`config.mk`:
```
export PLATFORM = sky130hd
export DESIGN_NAME = muldiv_unit
export DESIGN_NICKNAME = d
export VERILOG_FILES = /design/src/rtl/muldiv_unit_pkg.sv /design/src/rtl/muldiv_unit_div_iter_u32.sv /design/src/rtl/muldiv_unit.sv
export SDC_FILE = /design/constraint.sdc
export NUM_CORES = 2
export LEC_CHECK = 0
export CAP_MARGIN = 10
export CORE_MARGIN = 8
export CORE_UTILIZATION = 59
export CTS_BUF_LIST = sky130_fd_sc_hd__clkbuf_16
export CTS_CLUSTER_SIZE = 10
export DETAILED_ROUTE_END_ITERATION = 10
export PLACE_DENSITY = 0.8
export SYNTH_ARGS = -nofsm -noshare
export SYNTH_HDL_FRONTEND = slang
export SYNTH_SLANG_ARGS = --single-unit
```
`constraint.sdc`:
```
create_clock -name cpu_clk_50M -period 8 [get_ports cpu_clk_50M]
set_input_delay 1.2 -clock cpu_clk_50M [delete_from_list [all_inputs] [get_ports cpu_clk_50M]]
set_output_delay 1.2 -clock cpu_clk_50M [all_outputs]
set_load 0.02 [all_outputs]
```
`src/rtl/muldiv_unit_pkg.sv`:
```
// muldiv_unit_pkg: shared widths, op codes and FSM state codes for the multiply/divide unit.
package muldiv_unit_pkg;
  localparam int REG_W = 32;
  localparam logic [REG_W-1:0] ZERO_WORD = '0;
  localparam logic WRITE_ENABLE = 1'b1;
  typedef logic [REG_W-1:0] reg_bus_t;
  typedef logic [2*REG_W-1:0] double_reg_bus_t;
  localparam logic [1:0] MDU_MULT = 2'b00;
  localparam logic [1:0] MDU_MULTU = 2'b01;
  localparam logic [1:0] MDU_DIV = 2'b10;
  localparam logic [1:0] MDU_DIVU = 2'b11;
  typedef enum logic [1:0] {
    MDU_IDLE = 2'b00,
    MDU_MUL = 2'b01,
    MDU_DIVIDE = 2'b10,
    MDU_DONE = 2'b11
  } mdu_state_e;
endpackage

```
`src/rtl/muldiv_unit_div_iter_u32.sv`:
```
// div_iter_u32: unsigned radix-2 restoring divider, one quotient bit per enabled cycle.
module div_iter_u32
  import muldiv_unit_pkg::*;
(
  input  logic             clk,
  input  logic             rst,
  input  logic             load_i,
  input  logic             en_i,
  input  logic [REG_W-1:0] dividend_i,
  input  logic [REG_W-1:0] divisor_i,
  output logic [REG_W-1:0] quo_o,
  output logic [REG_W-1:0] rem_o
);
  reg_bus_t rem_q, quo_q, dvs_q;
  logic [REG_W:0] trial, diff;
  // quo_o/rem_o are the values after the step taken this cycle
  always_comb begin
    trial = {rem_q, quo_q[REG_W-1]};
    diff = trial - {1'b0, dvs_q};
    rem_o = diff[REG_W] ? trial[REG_W-1:0] : diff[REG_W-1:0];
    quo_o = {quo_q[REG_W-2:0], ~diff[REG_W]};
  end
  always_ff @(posedge clk) begin
    if (rst) begin
      rem_q <= '0;
      quo_q <= '0;
      dvs_q <= '0;
    end else if (load_i) begin
      rem_q <= '0;
      quo_q <= dividend_i;
      dvs_q <= divisor_i;
    end else if (en_i) begin
      rem_q <= rem_o;
      quo_q <= quo_o;
    end
  end
endmodule

```
`src/rtl/muldiv_unit.sv`:
```
// muldiv_unit: multi-cycle MULT/MULTU/DIV/DIVU unit writing HI/LO; DIV_ZERO_FAST_EN enables early divide-by-zero exit.
module muldiv_unit
  import muldiv_unit_pkg::*;
#(
  parameter int DIV_CYCLES = 32
) (
  input  logic             cpu_clk_50M,
  input  logic             cpu_rst,
  input  logic             start,
  input  logic [1:0]       op,
  input  logic [REG_W-1:0] opa,
  input  logic [REG_W-1:0] opb,
  input  logic             flush,
  output logic             busy,
  output logic             we,
`ifdef DIV_ZERO_FAST_EN
  output logic             div_zero,
`endif
  output logic [REG_W-1:0] hi_o,
  output logic [REG_W-1:0] lo_o
);
  localparam int CW = $clog2(DIV_CYCLES);
  localparam logic [CW-1:0] LAST = CW'(DIV_CYCLES - 1);
  mdu_state_e state_q;
  logic [CW-1:0] cnt_q;
  logic uns_q, qneg_q, rneg_q, busy_q, we_q;
  reg_bus_t a_q, b_q, hi_q, lo_q, abs_a, abs_b, q_n, r_n, q_fix, r_fix;
  double_reg_bus_t ext_a, ext_b, prod;
  logic accept, zero_fast, sdiv;
  always_comb begin
    accept = start && !flush && (state_q == MDU_IDLE || state_q == MDU_DONE);
    sdiv = op == MDU_DIV;
    abs_a = (sdiv && opa[REG_W-1]) ? -opa : opa;
    abs_b = (sdiv && opb[REG_W-1]) ? -opb : opb;
`ifdef DIV_ZERO_FAST_EN
    zero_fast = op[1] && opb == ZERO_WORD;
`else
    zero_fast = 1'b0;
`endif
    // low 64 bits of the sign-extended product equal the signed product
    ext_a = {{REG_W{~uns_q & a_q[REG_W-1]}}, a_q};
    ext_b = {{REG_W{~uns_q & b_q[REG_W-1]}}, b_q};
    prod = ext_a * ext_b;
    q_fix = qneg_q ? -q_n : q_n;
    r_fix = rneg_q ? -r_n : r_n;
  end
  div_iter_u32 u_div (
    .clk       (cpu_clk_50M),
    .rst       (cpu_rst),
    .load_i    (accept && op[1]),
    .en_i      (state_q == MDU_DIVIDE),
    .dividend_i(abs_a),
    .divisor_i (abs_b),
    .quo_o     (q_n),
    .rem_o     (r_n)
  );
  always_ff @(posedge cpu_clk_50M) begin
    if (cpu_rst) begin
      state_q <= MDU_IDLE;
      cnt_q <= '0;
      uns_q <= 1'b0;
      qneg_q <= 1'b0;
      rneg_q <= 1'b0;
      a_q <= ZERO_WORD;
      b_q <= ZERO_WORD;
      busy_q <= 1'b0;
      we_q <= 1'b0;
      hi_q <= ZERO_WORD;
      lo_q <= ZERO_WORD;
`ifdef DIV_ZERO_FAST_EN
      div_zero <= 1'b0;
`endif
    end else begin
      we_q <= 1'b0;
`ifdef DIV_ZERO_FAST_EN
      div_zero <= 1'b0;
`endif
      if (flush) begin
        state_q <= MDU_IDLE;
        busy_q <= 1'b0;
        cnt_q <= '0;
      end else if (accept) begin
        uns_q <= op[0];
        qneg_q <= sdiv && (opa[REG_W-1] ^ opb[REG_W-1]);
        rneg_q <= sdiv && opa[REG_W-1];
        a_q <= opa;
        b_q <= opb;
        cnt_q <= '0;
        if (zero_fast) begin
          state_q <= MDU_DONE;
          busy_q <= 1'b0;
          we_q <= WRITE_ENABLE;
          hi_q <= opa;
          lo_q <= '1;
`ifdef DIV_ZERO_FAST_EN
          div_zero <= 1'b1;
`endif
        end else begin
          state_q <= op[1] ? MDU_DIVIDE : MDU_MUL;
          busy_q <= 1'b1;
        end
      end else if (state_q == MDU_MUL) begin
        {hi_q, lo_q} <= prod;
        we_q <= WRITE_ENABLE;
        state_q <= MDU_DONE;
        busy_q <= 1'b0;
      end else if (state_q == MDU_DIVIDE) begin
        cnt_q <= cnt_q + 1'b1;
        if (cnt_q == LAST) begin
          hi_q <= r_fix;
          lo_q <= q_fix;
          we_q <= WRITE_ENABLE;
          state_q <= MDU_DONE;
          busy_q <= 1'b0;
        end
      end else begin
        state_q <= MDU_IDLE;
        busy_q <= 1'b0;
      end
    end
  end
  assign busy = busy_q;
  assign we = we_q;
  assign hi_o = hi_q;
  assign lo_o = lo_q;
endmodule

```
* After elaboration in Yosys (flattened, before gate mapping)
Cells that the tools add are included.
Storage, ports and cells: output and inout bits 66, input bits 70, flip-flop bits (word level) 236
Cells by class: reduce and logical (&&, ||, !) cells 18, multiply operators 1, bitwise operators 8, equality and inequality tests 6, add/sub/neg operators 6, muxes and demuxes 25
Operator list (number):
- $mux W32 | 13
- $neg A32 Y32 | 4
- $mul A33 B33 Y64 | 1
- $sub A33 B32 Y33 | 1
- $mux W2 | 5
- $mux W1 | 7
- $eq A2 B2 Y1 const B | 3
- $logic_and A1 B1 Y1 | 6
- $reduce_bool A2 Y1 | 3
- $add A5 B1 Y5 const B | 1
- $eq A5 B5 Y1 const B | 1
- $not A1 Y1 | 5
- $ne A4 B4 Y1 const B | 1
- $reduce_and A2 Y1 | 2
- $reduce_and A4 Y1 | 1
- $reduce_or A2 Y1 | 2
- $reduce_or A3 Y1 | 1
- $and A1 B1 Y1 | 2
- $eq A2 B1 Y1 const B | 1
- $logic_not A2 Y1 | 1
- $logic_not A1 Y1 | 1
- $logic_or A1 B1 Y1 | 1
- $xor A1 B1 Y1 | 1

* Longest topological paths before layout
depth in word-level cells 7, mapped depth 33, depth with buffers taken out 30

* By module
Synthesis repeated with hierarchy kept, for this count alone.
Second synthesis, totals: cells, all modules 6105, area, all modules 52595.4 µm²
By module, submodules not included:
- muldiv_unit | area an instance 46154.3 µm², times used 1, seq. area each 2802.7 µm², cells an instance 5316
- div_iter_u32 | area an instance 6441.2 µm², times used 1, seq. area each 1921.8 µm², cells an instance 789

* Worst setup path after synthesis
OpenSTA, ideal clock, no wires.
kind reg-to-reg, from reg a_q[31], to reg hi_q[30], in the netlist hi_o[30], path slack -0.256 ns, clock period less this slack 8.256 ns, cell stages (with the launch flop) 32, data arrival time 8.170 ns, data required time 7.914 ns, library setup time 0.086 ns, cell sequence dfxtp_1 -> clkbuf_1 -> nor2b_1 -> clkbuf_1 -> nand2_1 -> inv_1 -> fa_1 -> inv_1 -> fa_1 -> inv_1 -> fa_1 -> fa_1 -> inv_1 -> fa_1 -> inv_1 -> fa_1 -> inv_1 -> fa_1 -> fa_1 -> inv_1 -> ha_1 -> clkbuf_1 -> a21o_1 -> a21o_1 -> a31oi_1 -> a31oi_1 -> a21boi_0 -> a21o_1 -> nor4b_1 -> or4_1 -> nor4b_1 -> a211oi_1
Between the ends: longest elaborated chain between the ends 3
Ends and longest elaborated chain:
- start: declaration | line muldiv_unit.sv:27 | reg_bus_t a_q, b_q, hi_q, lo_q, abs_a, abs_b, q_n, r_n, q_fix, r_fix;
- start signal: assignment | line muldiv_unit.sv:86 | a_q <= opa;
- $and A1 B1 Y1 | line muldiv_unit.sv:41 | ext_a = {{REG_W{~uns_q & a_q[REG_W-1]}}, a_q};
- $mul A33 B33 Y64 (*) | line muldiv_unit.sv:43 | prod = ext_a * ext_b;
- $mux W32 (*) | line muldiv_unit.sv:102 | end else if (state_q == MDU_MUL) begin
- end signal: assignment | line muldiv_unit.sv:93 | hi_q <= opa;
- end signal: assignment | line muldiv_unit.sv:103 | {hi_q, lo_q} <= prod;
- end signal: assignment | line muldiv_unit.sv:110 | hi_q <= r_fix;
- end: declaration | line muldiv_unit.sv:27
Every way passes the cells marked *; elsewhere a longest branch is shown, timed or not. A chain may end at the register's enable or synchronous reset.

* Worst setup path after layout
from reg b_q[0], to reg hi_q[13], in the netlist hi_o[13]
Between the ends: longest elaborated chain between the ends 2
Ends and longest elaborated chain:
- start: declaration | line muldiv_unit.sv:27
- start signal: assignment | line muldiv_unit.sv:87 | b_q <= opb;
- $mul A33 B33 Y64 | line muldiv_unit.sv:43
- $mux W32 | line muldiv_unit.sv:102
Every way passes these cells.

==> impl_metrics.csv <==
group,metric,value,unit
power,intPower,3.211,mW
sta,skew,55.26,ps
clock_network,htreeDepth,1,
synthesis,ys_seq_area_frac,0.09087,
critical_path,worst_path_max_delay_cell,"fa_1",
place,hpwlAfterDp,123700,µm
clock_network,clkTransAtPathRegs,60,ps
sta,hold_violations,0,
final_layout,final_nets,7690,
synthesis,synth-edff-count,0,
power,p_clk_frac,0.227,
synthesis,synthArstFlopShare,0,
grt,grt_max_degree,75,
route,drt_wl_total,154500,µm
power,power_leakage,27.68,nW
route,dr.pass1.iters,6,
route,drtIter0Drc,3633,
clock_network,cts_root_buf,"clkbuf_16",
floorplan,die_x,312.9,µm
final_layout,final_cell_mix,"inv_1 (1158), fa_1 (1099), nand2_1 (1004)",
sta,setup_ws,-96.98,ps
critical_path,endpoint_kind,"flip-flop",
floorplan,num_io_pins,136,
sta,slew_violations,0,
synthesis,synth_area,0.05199,mm²
final_layout,fin_cells,7419,
grt,grt_overflow,0,
critical_path,reg2reg_slack,-100,ps
clock_network,cts_buffer_depth,3,
critical_path,startpoint,"b_q[0]",
floorplan,die_h,312.9,µm
critical_path,crit_top_cell,"fa_1",
synthesis,yosysWarningCount,0,
status,violations,"setup timing",
synthesis,synth_cell_types,85,
sta,finalCritPeriodShare,1.012,
route,avgViaCountPerCell,5.828,
power,power.switching,2.532,mW
power,p_seq_frac,0.225,
sta,fmax,0.1235,GHz
clock_network,clock-sinks,236,
place,port-buffer-count,135,
power,power.density,97.42,mW/mm²
sta,relSlewSlack,0.2423,
floorplan,dieArea,0.09788,mm²
min_path,hold_path.class,"reg2reg",
critical_path,cp-start-kind,"flip-flop",
power,power_frac_comb,0.547,
critical_path,criticalPathCategory,"reg2reg",
clock_network,cts_tree,"done",
run,maxCapViolations,0,
critical_path,r2r_start,"b_q[0]",
sta,post-route-min-period,8097,ps
route,routedWlPerCell,20.82,µm
clock_network,numCtsBuffers,30,
critical_path,crit_fanout,8,
synthesis,synth-seq-cells,236,
critical_path,crit_required,8530,ps
place,placed_cells,7340,
power,peakVddDrop,163.8,µV
final_layout,layout_commonest_cell,"inv_1",
status,outcome,"complete, but fails checks",
synthesis,syn_inst,6016,
synthesis,ys_dominant_reg_cell,"dfxtp_1",
critical_path,critical-path-max-stage-delay,550,ps
synthesis,synth_area_per_cell,8.642,µm²
sta,worst_pin_slew,1135,ps
grt,grt_usage,0.3088,
synthesis,synth_nets,7464,
route,drc,0,
critical_path,arrival,8630,ps
power,p_sw_frac,0.4409,
final_layout,syn_to_final_growth,13.38,%
place,gp_congestion,0.9684,
sta,setup_viol_count_final,6,
min_path,worstHoldStart,"lo_o[1]",
route,antenna_left,0,
sta,rsz0062_at_grt,"yes",
floorplan,fp-row-count,109,
clock_network,clk_latency,620,ps
grt,antenna_found_initial,5,
grt,grt_pass1_vias,45944,
floorplan,core_area,0.08783,mm²
final_layout,n_fill_cell,6665,
clock_network,ctsHoldBuffers,0,
floorplan,start_util,0.5920,
final_layout,postLayoutCoreUtil,0.6711,
route,via_count,43236,
final_layout,drive_above_1_share,0.1071,
grt,grt_pass1_wl,241900,µm
[cells by family (layout without fill, tap and decap cells)]
family | Yosys count | in the layout | synth area share
buf+inv | 1534 | 1771 | 0.1117
compound gates | 715 | 715 | 0.08907
xor+xnor | 205 | 205 | 0.03453
other cells | 0 | 1 | 0
flops | 236 | 236 | 0.09087
fa+ha+maj | 1378 | 1378 | 0.4942
mux | 74 | 74 | 0.01475
simple gates | 1874 | 1874 | 0.1648
[path summary, 6_finish.rpt]
| kind | to | cells past startpoint |
|---|---|---|
| worst min register to register | lo_o[1] | 2 |
| worst max-delay path | hi_o[13] | 33 |
| worst max register to register | hi_o[13] | 33 |
| worst min-delay path | lo_o[1] | 2 |
[synth_stat cells (18+ instances only)]
library cell	number	share of area
inv_1	1182	0.085
fa_1	1126	0.43
nand2_1	1012	0.073
and2_1	376	0.045
clkbuf_1	320	0.023
ha_1	252	0.061
a21oi_1	249	0.024
nor2_1	249	0.018
dfxtp_1	236	0.091
xnor2_1	129	0.022
a211oi_1	97	0.014
o21ai_0	96	0.0092
xor2_1	76	0.013
mux2i_1	67	0.013
a21o_1	52	0.0075
nor3_1	45	0.0043
o211ai_1	41	0.0059
nand3_1	32	0.0031
o31ai_1	26	0.0038
and3_1	21	0.0025
a31oi_1	20	0.0024
nand2b_1	18	0.0022
nor4_1	18	0.0022
[layout make-up]
cell class                 count  area, µm²  area share
clock buffer                  30      750.7     0.01274
tap                         1165       1458     0.02473
sequential                   236       4808     0.08157
timing repair buffer         543       5248     0.08902
clock inverter                13      138.9    0.002356
multi-input combinational   4246      42080      0.7139
antenna                        1      2.502  0.00004245
inverter                    1185       4459     0.07565
[per-layer routing]
layer / vias up / track usage / routed length (µm)
met2: 2152 / 0.5235 / 75660
met4: 6 / 0.2247 / 14180
met3: 679 / 0.04149 / 11570
li1: 18711 / - / -
met1: 21688 / 0.3594 / 53010
met5: - / 0 / 39
[power by group through the flow]
stage / logic (mW) / clock network [mW] / registers (mW)
after floorplan: 2.01 / 0 / 1.29
after global placement: 2.90 / 0 / 1.31
after detailed placement: 2.96 / 0 / 1.32
after CTS: 3.00 / 1.31 / 1.29
after global routing: 3.42 / 1.35 / 1.30
final: 3.14 / 1.30 / 1.29
[sequential cells by signal, summed over array words and instances, names as in the netlist]
signal / flops
a_q: 32
b_q: 32
hi_o: 32
lo_o: 32
u_div.dvs_q: 32
u_div.quo_q: 32
u_div.rem_q: 32
cnt_q: 5
state_q: 2
busy: 1
qneg_q: 1
rneg_q: 1
uns_q: 1
we: 1
[worst max-delay path, delay by kind of cell (launching register included)]
kind                     cells  cell delay (ps)
adder cells (fa/ha/maj)      9             4410
AO/OA/AOI/OAI                6             1210
flip-flops                   1              380
buffers and inverters       11             1030
AND/OR/NAND/NOR              6              810
XOR/XNOR                     1              140
[per-stage QoR]
stage	power (mW)	hold slack [ps]	setup slack [ps]	setup TNS (ps)	cell area, µm²
global placement	4.211	439.4	-247.8	-1587	56850
finish	5.743	453.0	-96.98	-236.1	58950
CTS	5.598	456.1	2.222	0	58000
detailed placement	4.279	448.5	-445.6	-4218	56850
global route	6.071	474.3	-321.6	-3543	58950
floorplan	3.307	431.9	24.81	0	52010
[what timing repair did]
| item | 4_1_cts | 5_1_grt |
|---|---|---|
| pin swaps | 13 | 81 |
| gates cloned | 0 | 4 |
| buffers inserted | 7 | 24 |
| gates resized for setup | 55 | 200 |
| setup endpoints to repair | 22 | 28 |
Note: power is estimated with default switching activity, not from simulation.
